==> config.mk <==
export PLATFORM = sky130hd
export DESIGN_NAME = uart_rx_ctrl
export DESIGN_NICKNAME = d
export VERILOG_FILES = /design/src/rtl/uart_rx_ctrl.sv
export SDC_FILE = /design/constraint.sdc
export NUM_CORES = 1
export LEC_CHECK = 0
export ABC_AREA = 1
export BUFFER_PORTS_ARGS = -buffer_cell sky130_fd_sc_hd__buf_2
export CAP_MARGIN = 0
export CELL_PAD_IN_SITES_DETAIL_PLACEMENT = 0
export CELL_PAD_IN_SITES_GLOBAL_PLACEMENT = 1
export CORE_ASPECT_RATIO = 0.5
export CORE_MARGIN = 1
export CORE_UTILIZATION = 31
export CTS_BUF_LIST = sky130_fd_sc_hd__clkbuf_2 sky130_fd_sc_hd__clkbuf_4 sky130_fd_sc_hd__clkbuf_8
export CTS_CLUSTER_DIAMETER = 100
export DETAILED_ROUTE_END_ITERATION = 6
export PLACE_DENSITY = 0.72
export SYNTH_ARGS = -nofsm -noshare
export SYNTH_HDL_FRONTEND = slang
export SYNTH_SLANG_ARGS = --single-unit
==> constraint.sdc <==
create_clock -name pclk -period 1.4 [get_ports pclk]
set_input_delay 0.28 -clock pclk [delete_from_list [all_inputs] [get_ports pclk]]
set_output_delay 0.28 -clock pclk [all_outputs]
set_load 0.02 [all_outputs]
==> src/rtl/uart_rx_ctrl.sv <==
// Receive sequencer for the UART baud generator: majority-votes each bit, steps
// start/data/parity/stop, and hands finished frames to a valid/ready holding register.
module uart_rx_ctrl #(
    parameter int unsigned SYNC_STAGES = 2,
    parameter int unsigned DATA_W      = 8
) (
    input  logic              pclk,
    input  logic              presetn,
    input  logic              i_rx_en,
    input  logic              i_rxd,
    input  logic              i_voting_edge,
    input  logic              i_sample_edge,
    input  logic [1:0]        i_wls,
    input  logic              i_pen,
    input  logic              i_eps,
    input  logic              i_sp,
    output logic              o_sample_clk_clr,
    output logic [DATA_W-1:0] o_rx_data,
    output logic              o_rx_valid,
    input  logic              i_rx_ready,
    output logic              o_rx_perr,
    output logic              o_rx_ferr,
    output logic              o_rx_brk,
    output logic              o_overrun,
    output logic              o_rx_busy
);
    localparam int unsigned CW = ($clog2(DATA_W) < 3) ? 3 : $clog2(DATA_W);

    typedef enum logic [2:0] {IDLE, START, DATA, PARITY, STOP} state_t;

    state_t                 r_state;
    logic [SYNC_STAGES-1:0] r_sync;
    logic                   r_rxd_d;
    logic [1:0]             r_ones;
    logic [CW-1:0]          r_bit_cnt;
    logic [DATA_W-1:0]      r_shreg;
    logic                   r_par;
    logic                   r_f_perr;
    logic                   r_f_ferr;
    logic                   r_f_brk;
    logic                   r_commit;
    logic                   r_brk_lock;
    logic                   r_sample_clk_clr;
    logic [DATA_W-1:0]      r_rx_data;
    logic                   r_rx_valid;
    logic                   r_rx_perr;
    logic                   r_rx_ferr;
    logic                   r_rx_brk;
    logic                   r_overrun;

    logic                   w_rxd;
    logic                   w_fall;
    logic                   w_bit;
    logic                   w_par_exp;
    logic                   w_brk;
    logic [CW-1:0]          w_last;

    assign w_rxd     = r_sync[SYNC_STAGES-1];
    assign w_fall    = r_rxd_d & ~w_rxd;
    assign w_bit     = r_ones[1];
    assign w_last    = CW'(i_wls) + CW'(4);
    assign w_par_exp = i_sp ? ~i_eps : (^r_shreg ^ ~i_eps);
    assign w_brk     = (r_shreg == '0) & (i_pen ? (r_par == 1'b0) : 1'b1) & ~w_bit;

    always_ff @(posedge pclk or negedge presetn) begin
        if (!presetn) begin
            r_sync  <= '1;
            r_rxd_d <= 1'b1;
        end else begin
            r_sync  <= {r_sync[SYNC_STAGES-2:0], i_rxd};
            r_rxd_d <= w_rxd;
        end
    end

    // Ones counter: bit value is the majority of the three votes.
    always_ff @(posedge pclk or negedge presetn) begin
        if (!presetn) begin
            r_ones <= '0;
        end else if (r_state == IDLE || i_sample_edge) begin
            r_ones <= '0;
        end else if (i_voting_edge && w_rxd && r_ones != 2'd3) begin
            r_ones <= r_ones + 2'd1;
        end
    end

    always_ff @(posedge pclk or negedge presetn) begin
        if (!presetn) begin
            r_state          <= IDLE;
            r_sample_clk_clr <= 1'b1;
            r_bit_cnt        <= '0;
            r_shreg          <= '0;
            r_par            <= 1'b0;
            r_f_perr         <= 1'b0;
            r_f_ferr         <= 1'b0;
            r_f_brk          <= 1'b0;
            r_commit         <= 1'b0;
            r_brk_lock       <= 1'b0;
        end else begin
            r_commit <= 1'b0;
            if (w_rxd) r_brk_lock <= 1'b0;
            if (!i_rx_en) begin
                r_state          <= IDLE;
                r_sample_clk_clr <= 1'b1;
            end else begin
                case (r_state)
                    IDLE: begin
                        if (w_fall && !r_brk_lock) begin
                            r_state          <= START;
                            r_sample_clk_clr <= 1'b0;
                        end
                    end
                    START: begin
                        if (i_sample_edge) begin
                            if (w_bit) begin
                                r_state          <= IDLE;
                                r_sample_clk_clr <= 1'b1;
                            end else begin
                                r_state   <= DATA;
                                r_bit_cnt <= '0;
                                r_shreg   <= '0;
                                r_par     <= 1'b0;
                                r_f_perr  <= 1'b0;
                            end
                        end
                    end
                    DATA: begin
                        if (i_sample_edge) begin
                            r_shreg[r_bit_cnt] <= w_bit;
                            // >= keeps the FSM terminating if wls shrinks mid-frame.
                            if (r_bit_cnt >= w_last) begin
                                r_state <= i_pen ? PARITY : STOP;
                            end else begin
                                r_bit_cnt <= r_bit_cnt + CW'(1);
                            end
                        end
                    end
                    PARITY: begin
                        if (i_sample_edge) begin
                            r_par    <= w_bit;
                            r_f_perr <= (w_bit != w_par_exp);
                            r_state  <= STOP;
                        end
                    end
                    STOP: begin
                        if (i_sample_edge) begin
                            r_f_ferr         <= ~w_bit;
                            r_f_brk          <= w_brk;
                            r_commit         <= 1'b1;
                            r_state          <= IDLE;
                            r_sample_clk_clr <= 1'b1;
                            if (w_brk) r_brk_lock <= 1'b1;
                        end
                    end
                    default: begin
                        r_state          <= IDLE;
                        r_sample_clk_clr <= 1'b1;
                    end
                endcase
            end
        end
    end

    always_ff @(posedge pclk or negedge presetn) begin
        if (!presetn) begin
            r_rx_data  <= '0;
            r_rx_valid <= 1'b0;
            r_rx_perr  <= 1'b0;
            r_rx_ferr  <= 1'b0;
            r_rx_brk   <= 1'b0;
            r_overrun  <= 1'b0;
        end else begin
            r_overrun <= 1'b0;
            if (r_commit) begin
                if (!r_rx_valid || i_rx_ready) begin
                    r_rx_data  <= r_shreg;
                    r_rx_perr  <= r_f_perr;
                    r_rx_ferr  <= r_f_ferr;
                    r_rx_brk   <= r_f_brk;
                    r_rx_valid <= 1'b1;
                end else begin
                    r_overrun <= 1'b1;
                end
            end else if (r_rx_valid && i_rx_ready) begin
                r_rx_valid <= 1'b0;
            end
        end
    end

    assign o_sample_clk_clr = r_sample_clk_clr;
    assign o_rx_data        = r_rx_data;
    assign o_rx_valid       = r_rx_valid;
    assign o_rx_perr        = r_rx_perr;
    assign o_rx_ferr        = r_rx_ferr;
    assign o_rx_brk         = r_rx_brk;
    assign o_overrun        = r_overrun;
    assign o_rx_busy        = (r_state != IDLE);
endmodule

==> flow_metrics.py, run 1 <==
metrics = {
    "run_status": {
        "status": "complete, but fails checks",
        "violations": "negative setup slack",
    },
    "routing": {
        "drc": 0,
        "viasPerCell": 4.46,
        "wl_per_cell_microns": 11.1,
        "via_count": 1882,
        "antenna_left": 0,
        "wl_mm": 4.69,
        "first_pass_iters": 4,
        "drtIter0Drc": 94,
    },
    "timing": {
        "clock_skew_ps": 6.72,
        "finalCriticalPeriod_ps": 1420,
        "post-route-period-util_pct": 102,
        "grt_setup_unrepaired": "true",
        "setup_viol": 2,
        "worst_pin_slew_ps": 366,
        "slew_violations": 0,
        "fin_ws_ps": -21.9,
        "fmax_mhz": 703,
        "hold_viol": 0,
        "slew_headroom_pct": 75.6,
    },
    "worst_setup_path": {
        "crit_slowest_cell": "dfrtp_1",
        "critPathArrivalTime_ps": 1140,
        "end_kind": "output pin",
        "critical_path_class": "reg2out",
        "crit_chain": "nor2_2 -> buf_4 -> nand2_4 -> buf_6",
        "critical-path-max-stage-delay_ps": 420,
        "cp-start-kind": "register",
        "worstPathMaxFanout": 3,
        "worstPathRequired_ps": 1120,
        "reg2reg_depth": 8,
    },
    "synth": {
        "ys_ff_latch": 39,
        "yosys.area.top_type": "dfrtp_1",
        "synth_cell_types": 30,
        "synth_area_leaders": "dfrtp_1, nand2_1, inv_1",
        "synth_area_sq_um": 2150,
        "synth_top_cell_area_share_pct": 40.7,
        "syn_area_per_cell_sq_um": 7.73,
        "synth-seq-area-share_pct": 45.6,
        "synth_cells": 278,
        "syn-num-nets": 298,
        "ys_warn_count": 0,
    },
    "clocking": {
        "numCtsBuffers": 5,
        "htree_levels": 2,
        "insertion_delay_ps": 290,
        "path_clk_slew_ps": 80,
        "numClockSinks": 39,
        "cts_max_path_buffers": 2,
        "clock-root-buffer": "clkbuf_8",
        "cts_tree": "done",
    },
    "placement": {
        "dpl_worst_slack_ps": -43.7,
        "hpwl_mm": 3.36,
        "place.gp.congestion": 0.748,
        "port-buffer-count": 26,
        "place_inst": 403,
    },
    "global_routing": {
        "grt_overflow": 0,
        "grt_max_degree": 40,
        "grt_pass1_wl_mm": 7.90,
        "antenna_found_initial": 0,
        "grt_pass1_vias": 1723,
        "grt.total_usage_pct": 13.9,
    },
    "final_layout": {
        "layout-area-overhead-vs-synth_pct": 32.4,
        "fin_util_pct": 42.5,
        "seqCellArea_sq_um": 983,
        "antenna_cells": 0,
        "drive_gt1_share_pct": 34.8,
        "fillers": 675,
        "multi_input_area_sq_um": 1170,
        "finalNetCount": 349,
        "stdcell_count": 422,
    },
    "die": {
        "coreArea_sq_um": 6700,
        "start_util_pct": 32.1,
        "die_y_microns": 60.9,
        "row_count": 21,
        "dieArea_sq_um": 7290,
        "die_w_microns": 120,
        "io_pins": 27,
    },
    "pwr": {
        "peakVddDrop_v": 0.000423,
        "p_leak_nw": 1.43,
        "power.density_nw_per_um2": 1280,
        "p_total_w": 0.00364,
    },
    "run": {
        "cap_violations": 0,
    },
    "min_path": {
        "worstHoldPathCells": 1,
        "holdCritPathClass": "in2reg",
    },
}
==> worst paths after layout <==
| check | startpoint | endpoint | slack (ps) |
|---|---|---|---|
| worst max-delay path | r_state[2]$_DFFE_PN0P_ | o_rx_busy | -20 |
| worst min-delay path | i_rxd | r_sync[0]$_DFF_PN1_ | 80 |
| worst min register to register | r_sync[0]$_DFF_PN1_ | r_sync[1]$_DFF_PN1_ | 360 |
| worst max register to register | r_state[1]$_DFFE_PN0P_ | r_bit_cnt[1]$_DFFE_PN0P_ | 0 |
| min in group asynchronous | presetn | o_rx_valid$_DFFE_PN0P_ | 490 |
| max in group asynchronous | presetn | o_sample_clk_clr$_DFFE_PN1P_ | 650 |
==> synthesized netlist by cell type <==
cell type	n
nor2_1	16
o211ai_1	1
nand3_1	21
nand2_2	4
nor2_8	1
clkbuf_1	3
dfstp_2	4
buf_6	1
or2_0	2
nor2_2	5
o21ai_0	16
buf_4	1
nor3_2	1
mux2_2	1
dfrtp_1	35
inv_2	3
nor3_1	4
o21ai_1	3
o22ai_1	1
or2_1	2
nand2_1	90
o21ai_2	1
nand4_1	5
nand3b_1	6
a21oi_1	2
a21oi_2	1
xnor2_1	3
inv_1	34
buf_2	3
ha_1	8
==> cell families after synthesis <==
group	share of synthesized area, %
mux	0.524
xor+xnor	1.22
compound gates	6.35
buf+inv	8.56
flops	45.6
fa+ha+maj	4.66
simple gates	33.1
==> worst max-delay path: cells and delay by family, from the launching register on <==
family | cells | cell delay (ps)
buffers and inverters | 2 | 250
DFF | 1 | 420
and+or+nand+nor | 2 | 170
==> timing repair <==
action	4_1_cts	5_1_grt
hold buffers	1	0
pin swaps	3	14
endpoints found under the hold margin	35	0
gates cloned	1	0
endpoints found under the setup margin	12	19
gates resized for setup	8	37
buffers inserted	1	8
==> placed cells by master, fill, tap and decap left out, types with 3 or more instances in the layout <==
| master | n |
|---|---|
| inv_2 | 11 |
| o21ai_0 | 15 |
| dfrtp_1 | 33 |
| nor2_2 | 7 |
| buf_4 | 22 |
| dfstp_2 | 4 |
| o21ai_1 | 3 |
| ha_4 | 6 |
| nor2_4 | 3 |
| buf_2 | 25 |
| nand4_1 | 5 |
| nor2_1 | 12 |
| nand2_1 | 79 |
| clkbuf_8 | 5 |
| nor3_1 | 4 |
| inv_1 | 25 |
| nand3b_1 | 6 |
| nand2_2 | 10 |
| nand3_1 | 19 |
| xnor2_1 | 3 |
| nand2_4 | 4 |
==> area by class of cell <==
type / count / area share, %
Inverter: 37 / 4.97
Tap cell: 92 / 4.05
Timing Repair Buffer: 51 / 12.0
Clock buffer: 5 / 2.42
Clock inverter: 3 / 0.704
Sequential cell: 39 / 34.6
Multi-Input combinational cell: 195 / 41.2
==> through the flow <==
stage          hold WS [ps]  area, sq um  setup TNS, ps
2_1_floorplan         -15.6         2180              0
4_1_cts                73.8         2660          -31.4
5_1_grt                75.2         2850          -1110
3_5_place_dp            265         2500           -112
6_report               82.3         2850          -22.6
3_3_place_gp            259         2500              0
==> registers in the layout (all words and copies together) (netlist names), 2 cells and up <==
name / cells
r_sync: 2
r_ones: 2
r_bit_cnt: 3
r_shreg: 8
r_state: 3
o_rx_data: 8
==> metal layers <==
| layer | track usage [%] | wire, microns |
|---|---|---|
| met5 | 0 | 0 |
| met4 | 5.00 | 61 |
| met3 | 3.10 | 150 |
| met2 | 22.3 | 2090 |
| met1 | 18.7 | 2390 |
==> where the power goes <==
group	total, W	switching (W)	internal, W
Combinational	0.00148	0.000854	0.000625
Sequential	0.00139	0.000103	0.00128
Clock	0.000772	0.000425	0.000347
Note: power is estimated with default switching activity, not from simulation.
==> run 2: changes to the inputs <==
--- a/config.mk
+++ b/config.mk
@@ -11,12 +11,11 @@
 export CELL_PAD_IN_SITES_DETAIL_PLACEMENT = 0
 export CELL_PAD_IN_SITES_GLOBAL_PLACEMENT = 1
 export CORE_ASPECT_RATIO = 0.5
-export CORE_MARGIN = 1
-export CORE_UTILIZATION = 31
+export CORE_UTILIZATION = 40
 export CTS_BUF_LIST = sky130_fd_sc_hd__clkbuf_2 sky130_fd_sc_hd__clkbuf_4 sky130_fd_sc_hd__clkbuf_8
 export CTS_CLUSTER_DIAMETER = 100
 export DETAILED_ROUTE_END_ITERATION = 6
-export PLACE_DENSITY = 0.72
+export PLACE_DENSITY = 0.87
 export SYNTH_ARGS = -nofsm -noshare
 export SYNTH_HDL_FRONTEND = slang
 export SYNTH_SLANG_ARGS = --single-unit
==> flow_metrics.py, run 2 (synthesis gave the netlist of run 1 again) <==
metrics = {
    "run_status": {
        "status": "complete, but fails checks",
        "violations": "negative setup slack",
    },
    "pwr": {
        "p_sw_w": 0.00144,
        "seqPwrFrac_pct": 35.1,
        "peakVddDrop_v": 0.000672,
        "p_total_w": 0.00395,
        "pwr-share-comb_pct": 40.8,
        "pwr-share-clk_pct": 24.1,
        "power.density_nw_per_um2": 1360,
        "p_sw_share_pct": 36.5,
        "p_leak_nw": 1.47,
        "p_int_w": 0.00251,
    },
    "placement": {
        "dpl_worst_slack_ps": -29.4,
        "hpwl_mm": 3.22,
        "placed_cell_area_sq_um": 2470,
        "place.gp.congestion": 0.746,
        "port-buffer-count": 26,
    },
    "die": {
        "dieArea_sq_um": 5690,
        "row_count": 18,
        "die_w_microns": 106,
        "io_pins": 27,
        "start_util_pct": 42.6,
        "die_y_microns": 53.8,
        "coreArea_sq_um": 5040,
    },
    "clocking": {
        "cts_tree": "done",
        "path_clk_slew_ps": 80,
        "cts_max_path_buffers": 2,
        "htree_levels": 2,
        "insertion_delay_ps": 300,
        "clock-root-buffer": "clkbuf_8",
        "numCtsBuffers": 5,
        "numClockSinks": 39,
    },
    "worst_setup_path": {
        "timing.rr.start": "r_state[2]$_DFFE_PN0P_",
        "crit_path_frequent_cell": "buf_6",
        "reg2reg_depth": 9,
        "worstPathMaxFanout": 3,
        "cp-start-kind": "register",
        "reg2reg_to": "r_shreg[4]$_DFFE_PN0P_",
        "rrSetupSlack_ps": -40,
        "crit_chain": "nor2_2 -> buf_6 -> nand2_4 -> buf_6",
        "worstPathRequired_ps": 1120,
        "cp_num_buf_inv": 2,
        "cp_top_family": "flip-flops",
        "end_kind": "output pin",
        "crit_slowest_cell": "dfrtp_1",
        "critical-path-max-stage-delay_ps": 420,
        "critical_path_class": "reg2out",
        "critPathArrivalTime_ps": 1170,
    },
    "min_path": {
        "holdCritPathClass": "in2reg",
        "min_delay_worst_endpoint": "r_sync[0]$_DFF_PN1_",
        "hold_start": "i_rxd",
        "worstHoldPathCells": 1,
    },
    "timing": {
        "worst_pin_slew_ps": 353,
        "slew_headroom_pct": 76.4,
        "fmax_mhz": 688,
        "fin_ws_ps": -54.5,
        "finalCriticalPeriod_ps": 1450,
        "slew_violations": 0,
        "setup_viol": 10,
        "post-route-period-util_pct": 104,
        "hold_viol": 0,
        "grt_setup_unrepaired": "true",
        "clock_skew_ps": 4.93,
        "finalSetupTns_ps": -251,
    },
    "global_routing": {
        "grt_pass1_wl_mm": 7.29,
        "grt_overflow": 0,
        "antenna_found_initial": 0,
        "grt_max_degree": 40,
        "grt.total_usage_pct": 16.8,
        "grt_pass1_vias": 1657,
    },
    "routing": {
        "antenna_left": 0,
        "viasPerCell": 4.78,
        "first_pass_iters": 4,
        "drc": 0,
        "wl_mm": 4.88,
        "drtIter0Drc": 74,
        "wl_per_cell_microns": 12.1,
        "via_count": 1921,
    },
    "final_layout": {
        "fin_util_pct": 57.4,
        "layout_commonest_cell": "nand2_1",
        "final_area_sq_um": 2900,
        "layout-area-overhead-vs-synth_pct": 34.7,
        "drive_gt1_share_pct": 36.4,
        "finalNetCount": 351,
        "final_cell_mix": "nand2_1, dfrtp_1, buf_2",
        "antenna_cells": 0,
    },
    "run": {
        "cap_violations": 0,
    },
}
[run 2: cell types whose count changed in the layout (fill, tap and decap cells not counted), sizes merged]
cell and change:
clkinv +1, clkinvlp -2, bufinv +1, buf +2
[run 2: cell type report]
cell class	count	area (sq um)
tap	70	87.6
clock inverter	3	43.8
timing repair buffer	53	374
inverter	37	141
fill	465	2150
clock buffer	5	68.8
multi-input combinational	195	1200
sequential	39	983
[run 2: per-stage QoR]
step                      hold WS (ps)  instances
after floorplan                  -15.6        278
after global placement             260        379
after detailed placement           264        379
after CTS                         71.9        392
after global routing              71.3        402
final                             74.1        402
[run 2: worst register-to-register path: stages (launching register included)]
cell and delay [ps]:
dfrtp_1 420, nor2_2 170, buf_4 140, nand2_4 70, nand2_4 90, nand2_8 70, nor2_8 190, nand2_1 70
nand2_1 60, nand2_1 50
[run 2: power groups by stage]
stage          registers (W)  clock network [W]  logic, W
2_1_floorplan        0.00145                  0  0.000766
3_5_place_dp         0.00140                  0   0.00124
5_1_grt              0.00141            0.00101   0.00176
6_report             0.00139           0.000952   0.00161
3_3_place_gp         0.00139                  0   0.00122
4_1_cts              0.00138           0.000960   0.00136
[run 2: repair_timing]
action,in CTS,in global routing
gates cloned,1,0
gates resized for setup,7,48
pin swaps,2,19
buffers inserted,3,10
endpoints found under the hold margin,35,0
hold buffers,1,0
setup endpoints to repair,7,20
[run 2: how the worst max path moves through the flow]
stage	depth (start not counted)	slack, ps	start	to
floorplan	9	20	r_bit_cnt[0]$_DFFE_PN0P_	r_bit_cnt[1]$_DFFE_PN0P_
global placement	9	20	i_wls[1]	r_bit_cnt[2]$_DFFE_PN0P_
detailed placement	9	-30	i_wls[1]	r_bit_cnt[2]$_DFFE_PN0P_
CTS	4	-20	r_state[1]$_DFFE_PN0P_	o_rx_busy
global route	9	-100	r_state[2]$_DFFE_PN0P_	r_shreg[1]$_DFFE_PN0P_
finish	4	-50	r_state[2]$_DFFE_PN0P_	o_rx_busy
[run 2: routing by layer]
layer  global-route usage, %  share of wire, %
met5                       0                 0
met4                    4.40               1.1
met2                    27.6                47
met3                    4.24               4.3
met1                    22.5                48
